<file path="src/rtl/seq_miter_monitor.sv">
// Runtime miter monitor: compares golden/revised output vectors after a warm-up window.
// Optional MITER_ERRCNT_EN: count all mismatches over the full window and expose ERR_COUNT.
module seq_miter_monitor #(
  parameter int unsigned WIDTH  = 1,
  parameter int unsigned DEPTH  = 16,
  parameter int unsigned WARMUP = 1,
  parameter int unsigned CNT_W  = 8
) (
  input  logic             CLK,
  input  logic             RST,
  input  logic             START,
  input  logic             IN_VALID,
  input  logic [0:WIDTH-1] OUT_A,
  input  logic [0:WIDTH-1] OUT_B,
  output logic             BUSY,
  output logic             DONE,
  output logic             EQUIV,
  output logic [CNT_W-1:0] MISMATCH_IDX,
`ifdef MITER_ERRCNT_EN
  output logic [CNT_W-1:0] ERR_COUNT,
`endif
  output logic [0:WIDTH-1] MISMATCH_VEC
);

  typedef enum logic [1:0] {S_IDLE, S_WARM, S_CHECK, S_DONE} state_t;

  localparam logic [CNT_W-1:0] WARM_LAST  = CNT_W'(WARMUP == 0 ? 0 : WARMUP - 1);
  localparam logic [CNT_W-1:0] DEPTH_LAST = CNT_W'(DEPTH - 1);

  state_t             state_q, state_d;
  logic [CNT_W-1:0]   warm_q, warm_d;
  logic [CNT_W-1:0]   chk_q, chk_d;
  logic               busy_d, done_d, equiv_d;
  logic [CNT_W-1:0]   idx_d;
  logic [0:WIDTH-1]   vec_d;
  logic               mismatch;
`ifdef MITER_ERRCNT_EN
  logic [CNT_W-1:0]   err_q, err_d;
  assign ERR_COUNT = err_q;
`endif

  assign mismatch = (OUT_A != OUT_B);

  always_comb begin
    state_d = state_q;
    warm_d  = warm_q;
    chk_d   = chk_q;
    equiv_d = EQUIV;
    idx_d   = MISMATCH_IDX;
    vec_d   = MISMATCH_VEC;
`ifdef MITER_ERRCNT_EN
    err_d   = err_q;
`endif
    case (state_q)
      S_IDLE, S_DONE: begin
        if (START) begin
          warm_d  = '0;
          chk_d   = '0;
          equiv_d = 1'b0;
          idx_d   = '0;
          vec_d   = '0;
`ifdef MITER_ERRCNT_EN
          err_d   = '0;
`endif
          state_d = (WARMUP == 0) ? S_CHECK : S_WARM;
        end
      end
      S_WARM: begin
        if (IN_VALID) begin
          warm_d = warm_q + 1'b1;
          if (warm_q == WARM_LAST) state_d = S_CHECK;
        end
      end
      S_CHECK: begin
        if (IN_VALID) begin
`ifdef MITER_ERRCNT_EN
          // first mismatch is the one seen while the error count is still zero
          if (mismatch) begin
            if (err_q == '0) begin
              idx_d = chk_q;
              vec_d = OUT_A ^ OUT_B;
            end
            if (err_q != '1) err_d = err_q + 1'b1;
          end
          if (chk_q == DEPTH_LAST) begin
            equiv_d = (err_d == '0);
            state_d = S_DONE;
          end else begin
            chk_d = chk_q + 1'b1;
          end
`else
          if (mismatch) begin
            idx_d   = chk_q;
            vec_d   = OUT_A ^ OUT_B;
            equiv_d = 1'b0;
            state_d = S_DONE;
          end else if (chk_q == DEPTH_LAST) begin
            equiv_d = 1'b1;
            state_d = S_DONE;
          end else begin
            chk_d = chk_q + 1'b1;
          end
`endif
        end
      end
      default: state_d = S_IDLE;
    endcase
    busy_d = (state_d == S_WARM) || (state_d == S_CHECK);
    done_d = (state_d == S_DONE);
  end

  always_ff @(posedge CLK or posedge RST) begin
    if (RST) begin
      state_q      <= S_IDLE;
      warm_q       <= '0;
      chk_q        <= '0;
      BUSY         <= 1'b0;
      DONE         <= 1'b0;
      EQUIV        <= 1'b0;
      MISMATCH_IDX <= '0;
      MISMATCH_VEC <= '0;
`ifdef MITER_ERRCNT_EN
      err_q        <= '0;
`endif
    end else begin
      state_q      <= state_d;
      warm_q       <= warm_d;
      chk_q        <= chk_d;
      BUSY         <= busy_d;
      DONE         <= done_d;
      EQUIV        <= equiv_d;
      MISMATCH_IDX <= idx_d;
      MISMATCH_VEC <= vec_d;
`ifdef MITER_ERRCNT_EN
      err_q        <= err_d;
`endif
    end
  end

endmodule
</file>
<file path="config.mk">
export PLATFORM = sky130hd
export DESIGN_NAME = seq_miter_monitor
export DESIGN_NICKNAME = d
export VERILOG_FILES = /design/src/rtl/seq_miter_monitor.sv
export SDC_FILE = /design/constraint.sdc
export NUM_CORES = 1
export LEC_CHECK = 0
export CORE_MARGIN = 10
export CORE_UTILIZATION = 59
export DETAILED_ROUTE_END_ITERATION = 6
export PLACE_DENSITY = 0.83
export SLEW_MARGIN = 15
export SYNTH_ARGS = -nofsm -noshare
export SYNTH_HDL_FRONTEND = slang
export SYNTH_SLANG_ARGS = --single-unit
</file>
<file path="constraint.sdc">
create_clock -name CLK -period 4.8 [get_ports CLK]
set_input_delay 0.48 -clock CLK [delete_from_list [all_inputs] [get_ports CLK]]
set_output_delay 0.48 -clock CLK [all_outputs]
set_load 0.005 [all_outputs]
</file>
## After elaboration in Yosys (flattened, before gate mapping)

Cells that the tools add are included.

- Register bits: 30
- Input port bits: 6
- Output and inout port bits: 12
- Word-level logic and storage cells: 61

- Add/sub/neg operators: 2
- Eq/ne operators: 15
- Mux-type cells: 25
- Bitwise gates (word level): 1
- Reductions and logical operators: 10

Operator list:

| cell | number |
|---|---|
| $mux W8 | 7 |
| $pmux W8 S2 | 3 |
| $add A8 B1 Y8 const B | 2 |
| $mux W2 | 6 |
| $ne A2 B2 Y1 const B | 6 |
| $eq A2 B2 Y1 const B | 4 |
| $eq A8 B4 Y1 const B | 1 |
| $logic_not A8 Y1 | 1 |
| $reduce_and A4 Y1 | 2 |
| $mux W1 | 6 |
| $pmux W2 S3 | 1 |
| $reduce_and A5 Y1 | 1 |
| $eq A2 B1 Y1 const B | 2 |
| $pmux W1 S2 | 2 |
| $reduce_bool A2 Y1 | 2 |
| $ne A3 B3 Y1 const B | 1 |
| $reduce_and A3 Y1 | 1 |
| $logic_not A2 Y1 | 1 |
| $reduce_or A2 Y1 | 1 |
| $logic_or A1 B1 Y1 | 1 |
| $ne A1 B1 Y1 | 1 |
| $xor A1 B1 Y1 | 1 |

## Longest topological paths before layout

Gate-level depths: netlist (run 1).

- Word-level depth: 7
- Depth in mapped cells: 7
- Mapped depth without buffers: 6

## Worst setup path after synthesis (run 1)

OpenSTA, ideal clock, no wires.

- Kind: reg-to-reg
- From: reg state_q[0]
- To: reg MISMATCH_IDX[0]
- Setup time: 0.067 ns
- Arrival: 1.736 ns
- Data required time: 4.733 ns
- Setup slack: 2.997 ns
- Stages on the path, launching flop included: 8
- Path buffers: 1
- Clock period less this slack: 1.803 ns
- Cells stage by stage: dfrtp_1 > inv_1 > ha_1 > clkbuf_1 > nand2b_1 > nand3_1 > nor2_1 > a22o_1

- Cells in the longest elaborated chain, start to end: 4
- Elaborated cells between the ends (all ways): 10
- Classes of those cells: eq/ne (5); mux (1); reduce/logical (4)

Ends and longest elaborated chain:

| element | RTL line | source |
|---|---|---|
| start, declared | 30 | `state_t state_q, state_d;` |
| start signal, assigned | 126 | `state_q <= state_d;` |
| $eq A2 B2 Y1 / $logic_not A2 Y1 (equally long branches) | 54 | `case (state_q)` |
| $reduce_or A2 Y1 | 54 |  |
| $ne A2 B2 Y1 (no source line) / $reduce_bool A2 Y1 (equally long branches) | -- |  |
| $reduce_and A4 Y1 (no source line) | -- |  |
| end signal, assigned | 132 | `MISMATCH_IDX <= idx_d;` |
| end, declared | 18 | `output logic [CNT_W-1:0] MISMATCH_IDX,` |

Parallel ways exist; a longest one is shown, timed or not.
A chain may end at the register's enable or synchronous reset.

## Worst setup path in the final report (run 1)

- From: reg state_q[0]
- To: reg MISMATCH_IDX[1]

The elaborated chain is that of the path after synthesis.

==> reports/qor.yml, run 1 <==
ant_nets: 0
swShare_pct: 36.8
timing.hold.ws_ps: 499
tns_ps: 0
first_pass_iters: 4
required_ps: 5080
tightestPinTransition_ps: 1030
synth_seq_cells: 30
clock_path_buffers: 2
portBuffers: 17
fin_skew_ps: 9.79
post-cts-setup-buffer-count: 0
dp_hpwl_um: 2550
dieHeight_um: 72.4
cts_buffers: 5
die_w_um: 72.4
period_share_pct: 47.5
ys_warn_count: 0
min_path_type: "reg -> reg"
vias: 1330
criticalPathCategory: "reg -> reg"
ctsResizeCount: 0
synthCells: 163
postSynth.asyncResetShare_pct: 100
ctsHoldBuffers: 0
via_per_inst: 6.27
status: "finished clean"
final-hold-violation-count: 0
syn_area_um2: 1620
initial_core_util_pct: 63.6
synth_edf_count: 0
p_leak_uw: 0.000839
groute.usage.overall_pct: 13.9
min_period_ps: 2280
crit_fanout: 14
worstSetupEndpointType: "flop"
maxCapViolCount: 0
critPathLaunchType: "flop"
ys_seq_area_share_pct: 46.4
synth_flop_cell: "dfrtp_1"
seq_power_share_pct: 38.0
grt_max_degree: 31
relSlewSlack_pct: 31.1
fmax_ghz: 0.438
mappedNetlistNets: 175
grt_pass1_vias: 1279
clkLatencyLatePin_ps: 330
wl_um: 3360
internal_power_uw: 499
syn_avg_cell_area_um2: 9.93
ios: 18
antenna_cells: 0
gp_congestion: 0.825
cts.sinks: 30
p_comb_share_pct: 37.1
rsz0062_at_grt: "no"
drive_gt1_share_pct: 8.79
setup_viol: 0
cp.arrival_ps: 2560
die_area_um2: 5240
rows: 18
power.density_nw_per_um2: 421
root_buffer: "clkbuf_4"
cts_tree: "built"
grt_overflow: 0
fin_nets: 193
drcViolationCount: 0
grt_pass1_wl_um: 5930
area_delta_synth_final_pct: 15.8
antenna_found_initial: 0
power_frac_clock_pct: 24.8
drt-wirelength-per-cell_um: 15.9
slew_viol_final: 0
ys_types: 39
drtIter0Drc: 96
irDropWorstVdd_mv: 0.511
final_util_pct: 73.6
h-tree-depth: 2
clkTransAtPathRegs_ps: 100
core_um2: 2540
fillers: 196
power.switching_uw: 290
## placed cells by master, fill, tap and decap left out, drive strengths merged, types with 5 or more instances in the layout
cell type	instances
clkbuf	5
nand3	10
ha	6
dfrtp	30
nor2	11
a21oi	13
o21ai	9
inv	8
a22o	12
clkdlybuf4s50	17
nand2	8
## synthesized netlist by cell type (2+ instances only)
library cell,number,area share [%]
nor4_1,4,1.5
o32ai_1,2,1.1
dfrtp_1,30,46
xor2_1,2,1.1
a22o_1,12,6.5
nand3_1,10,3.1
or4_1,3,1.4
nor3_1,2,0.62
mux2_2,2,1.4
a31o_2,3,1.6
buf_2,2,0.62
nand4_1,3,1.2
o21ai_0,9,2.8
nor2_1,11,2.6
inv_1,9,2.1
nand2b_1,3,1.2
and4_1,2,1.1
a21oi_1,12,3.7
o31ai_1,4,1.9
or3_1,4,1.5
clkbuf_1,2,0.46
a21o_1,3,1.4
ha_1,6,4.6
nand2_1,8,1.9
## final timing paths
check	startpoint	end	slack, ps	cells past startpoint
worst min register to register	MISMATCH_VEC$_DFFE_PP0P_	MISMATCH_VEC$_DFFE_PP0P_	500	1
worst max register to register	state_q[0]$_DFF_PP0_	MISMATCH_IDX[1]$_DFFE_PP0P_	2520	6
min in group asynchronous	RST	MISMATCH_VEC$_DFFE_PP0P_	560	2
max in group asynchronous	RST	warm_q[0]$_DFFE_PP0P_	3760	2
worst max-delay path	state_q[0]$_DFF_PP0_	MISMATCH_IDX[1]$_DFFE_PP0P_	2520	6
worst min-delay path	MISMATCH_VEC$_DFFE_PP0P_	MISMATCH_VEC$_DFFE_PP0P_	500	1
## flip-flops by register name, indices dropped and copies added (netlist names)
signal        flops
MISMATCH_IDX      8
EQUIV             1
DONE              1
chk_q             8
BUSY              1
MISMATCH_VEC      1
state_q           2
warm_q            8
## final cells by class
class / count / area, µm² / area share, %
Clock buffer: 5 / 37.5 / 2.00
Clock inverter: 3 / 40.0 / 2.14
Inverter: 9 / 33.8 / 1.80
Multi-Input combinational cell: 118 / 803 / 42.9
Sequential cell: 30 / 751 / 40.1
Tap cell: 30 / 37.5 / 2.00
Timing Repair Buffer: 17 / 170 / 9.08
## power groups by stage
stage | registers, µW | clock network, µW | logic, µW
global route | 303 | 208 | 335
finish | 300 | 196 | 293
global placement | 303 | 0 | 279
floorplan | 301 | 0 | 223
detailed placement | 305 | 0 | 292
CTS | 300 | 201 | 294
## metal layers
layer,part of all wire (%),vias to the layer above,GRT usage [%]
li1,-,652,-
met1,46,649,16.8
met2,48,25,22.2
met3,5.4,4,5.03
met4,0.92,0,4.73
met5,0,-,0
## kinds of logic after synthesis
kind of cell	after synthesis	share of synthesized area [%]
AOI/OAI and AO/OA	51	21.9
xor gates and xnor gates	3	1.62
adders and majority gates	6	4.64
buffers and inverters	15	3.94
DFF	30	46.4
muxes	4	2.94
and+or+nand+nor	54	18.6
## worst max-delay path: stages (launching register included)
cell and delay [ps]:
dfrtp_1 380, inv_1 50, ha_1 570, mux2i_1 420
nor2_1 180, a21oi_2 410, a22o_1 220
## stage by stage
stage | worst slack, ps | area [µm²] | instances | total power (µW)
floorplan | 3000 | 1620 | 163 | 524
global placement | 2470 | 1800 | 204 | 583
finish | 2520 | 1870 | 212 | 788
CTS | 2520 | 1870 | 212 | 794
global route | 2270 | 1870 | 212 | 847
detailed placement | 2390 | 1800 | 204 | 597
No activity file was read; power rests on OpenSTA's default activity.
==> inputs of run 2 (changes only) <==
--- a/config.mk
+++ b/config.mk
@@ -6,9 +6,9 @@
 export NUM_CORES = 1
 export LEC_CHECK = 0
 export CORE_MARGIN = 10
-export CORE_UTILIZATION = 59
+export CORE_UTILIZATION = 55
 export DETAILED_ROUTE_END_ITERATION = 6
-export PLACE_DENSITY = 0.83
+export PLACE_DENSITY = 0.78
 export SLEW_MARGIN = 15
 export SYNTH_ARGS = -nofsm -noshare
 export SYNTH_HDL_FRONTEND = slang
==> constraint.sdc (replaced) <==
create_clock -name CLK -period 2.3 [get_ports CLK]
set_input_delay 0.23 -clock CLK [delete_from_list [all_inputs] [get_ports CLK]]
set_output_delay 0.23 -clock CLK [all_outputs]
set_load 0.005 [all_outputs]
==> run 2 against run 1 <==
Compared with the run above: design area up 4.7%; flip-flop and latch count unchanged; critical path type unchanged; setup slack worse by 2200 ps; register-to-register slack worse by 2200 ps; final cell count up 3.3%; sequential share of layout area down 1.8 points; count of clock-buffer cells in the layout up 1; highest routed layer unchanged; largest cell class unchanged.
==> reports/qor.yml, run 2 (synthesis gave the netlist of run 1 again) <==
final_cells: 219
vias: 1331
status: "finished clean"
tightestPinTransition_ps: 364
slew_viol_final: 0
drt-wirelength-per-cell_um: 15.6
ios: 18
gp_congestion: 0.901
worstSetupEndpointType: "flop"
ctsHoldBuffers: 0
r2r-end: "MISMATCH_IDX[7]$_DFFE_PP0P_"
clock_path_buffers: 2
antenna_cells: 0
wl_met3_um: 184
min_period_ps: 2010
grt_overflow: 0
final-hold-violation-count: 0
grt_max_degree: 31
clkTransAtPathRegs_ps: 100
tns_ps: 0
required_ps: 2590
dr_wl_met2_um: 1580
antenna_found_initial: 0
groute.usage.overall_pct: 13.5
wl_met1_um: 1600
first_pass_iters: 4
clkLatencyLatePin_ps: 340
power.density_nw_per_um2: 943
grt_pass1_wl_um: 5820
h-tree-depth: 2
top_layer: "met4"
core_um2: 2780
wl_um: 3410
final_common_cell: "dfrtp_1"
reg2reg_from: "state_q[0]$_DFF_PP0_"
period_share_pct: 87.2
die_w_um: 74.2
dieHeight_um: 74.2
reg2reg_depth: 6
dp_hpwl_um: 2550
relSlewSlack_pct: 75.1
p_leak_uw: 0.000887
biggestRegsByFlops: "MISMATCH_IDX (8), chk_q (8), warm_q (8)"
most-common-layout-cells: "30 x dfrtp_1, 17 x clkdlybuf4s50_1, 12 x a22o_1, 12 x a21oi_1, 11 x nor2_1"
fin_skew_ps: 12.2
area_delta_synth_final_pct: 21.2
place_inst: 211
via_per_inst: 6.08
maxCapViolCount: 0
grt_pass1_vias: 1307
fmax_ghz: 0.498
root_buffer: "clkbuf_4"
critPathLaunchType: "flop"
portBuffers: 17
rsz0062_at_grt: "no"
criticalPathCategory: "reg -> reg"
drtIter0Drc: 85
min_path_type: "in -> async"
crit_fanout: 10
drcViolationCount: 0
setup_viol: 0
die_area_um2: 5510
cts.sinks: 30
cts_buffers: 5
cp.arrival_ps: 2300
timing.hold.ws_ps: 247
cts_tree: "built"
finalPower_uw: 1850
fin_nets: 199
rows: 19
drive_gt1_share_pct: 11.7
ff2ff_setup_slack_ps: 290
initial_core_util_pct: 58.2
ant_nets: 0
irDropWorstVdd_mv: 1.02
==> run 2: cell types whose count changed in the layout (fill, tap and decap cells not counted), sizes merged <==
| cell | delta |
|---|---|
| bufinv | +1 |
| buf | +6 |
| inv | +1 |
| clkinv | -3 |
| clkbuf | +1 |
==> run 2: per-stage QoR <==
| stage | utilization [%] | cell area, µm² | setup WS [ps] |
|---|---|---|---|
| 2_1_floorplan | - | 1620 | 497 |
| 3_3_place_gp | 66.2 | 1840 | 294 |
| 3_5_place_dp | 66.2 | 1840 | 236 |
| 4_1_cts | 70.2 | 1950 | 214 |
| 5_1_grt | 70.5 | 1960 | 91.8 |
| 6_report | 70.5 | 1960 | 294 |
==> run 2: worst max-delay path by stage <==
stage,start,end,cells after the start,slack (ps)
finish,state_q[0]$_DFF_PP0_,MISMATCH_IDX[7]$_DFFE_PP0P_,6,290
global route,state_q[0]$_DFF_PP0_,MISMATCH_IDX[3]$_DFFE_PP0P_,6,90
CTS,state_q[0]$_DFF_PP0_,MISMATCH_IDX[7]$_DFFE_PP0P_,6,210
detailed placement,state_q[0]$_DFF_PP0_,MISMATCH_IDX[4]$_DFFE_PP0P_,6,240
global placement,state_q[0]$_DFF_PP0_,MISMATCH_IDX[1]$_DFFE_PP0P_,6,290
floorplan,state_q[0]$_DFF_PP0_,MISMATCH_IDX[0]$_DFFE_PP0P_,7,500
==> run 2: metal layers <==
layer,up-vias,track usage [%]
met1,643,16.9
met4,0,6.71
met3,5,5.32
met2,25,19.7
met5,-,0
li1,658,-
==> run 2: cell type report <==
type,instances,area (µm²)
inverter,9,33.8
sequential,30,751
clock inverter,2,60.1
fill,218,821
timing repair buffer,23,215
clock buffer,6,51.3
multi-input combinational,118,811
tap,31,38.8
==> run 2: timing repair <==
item,in CTS,in global routing
setup buffers,0,0
gates resized for setup,0,1
setup endpoints to repair,0,9
==> run 2: worst max-delay path: stages, from the launching register on <==
cell     delay (ps)
dfrtp_1         370
inv_1            50
ha_1            430
mux2i_1         400
nor2_1          190
a21oi_4         310
a22o_1          200
==> run 2: power by group <==
group | leakage [µW] | total (µW) | internal (µW) | switching (µW)
logic | 0.000416 | 668 | 271 | 397
clock network | 0.0000585 | 557 | 368 | 188
registers | 0.000413 | 625 | 584 | 41.0
==> inputs of run 3 (changes only) <==
--- a/config.mk
+++ b/config.mk
@@ -7,6 +7,7 @@
 export LEC_CHECK = 0
 export CORE_MARGIN = 10
 export CORE_UTILIZATION = 55
+export CTS_CLUSTER_SIZE = 25
 export DETAILED_ROUTE_END_ITERATION = 6
 export PLACE_DENSITY = 0.78
 export SLEW_MARGIN = 15
==> results of run 3 <==
No change in the layout: final DEF, timing and power equal those of run 2.
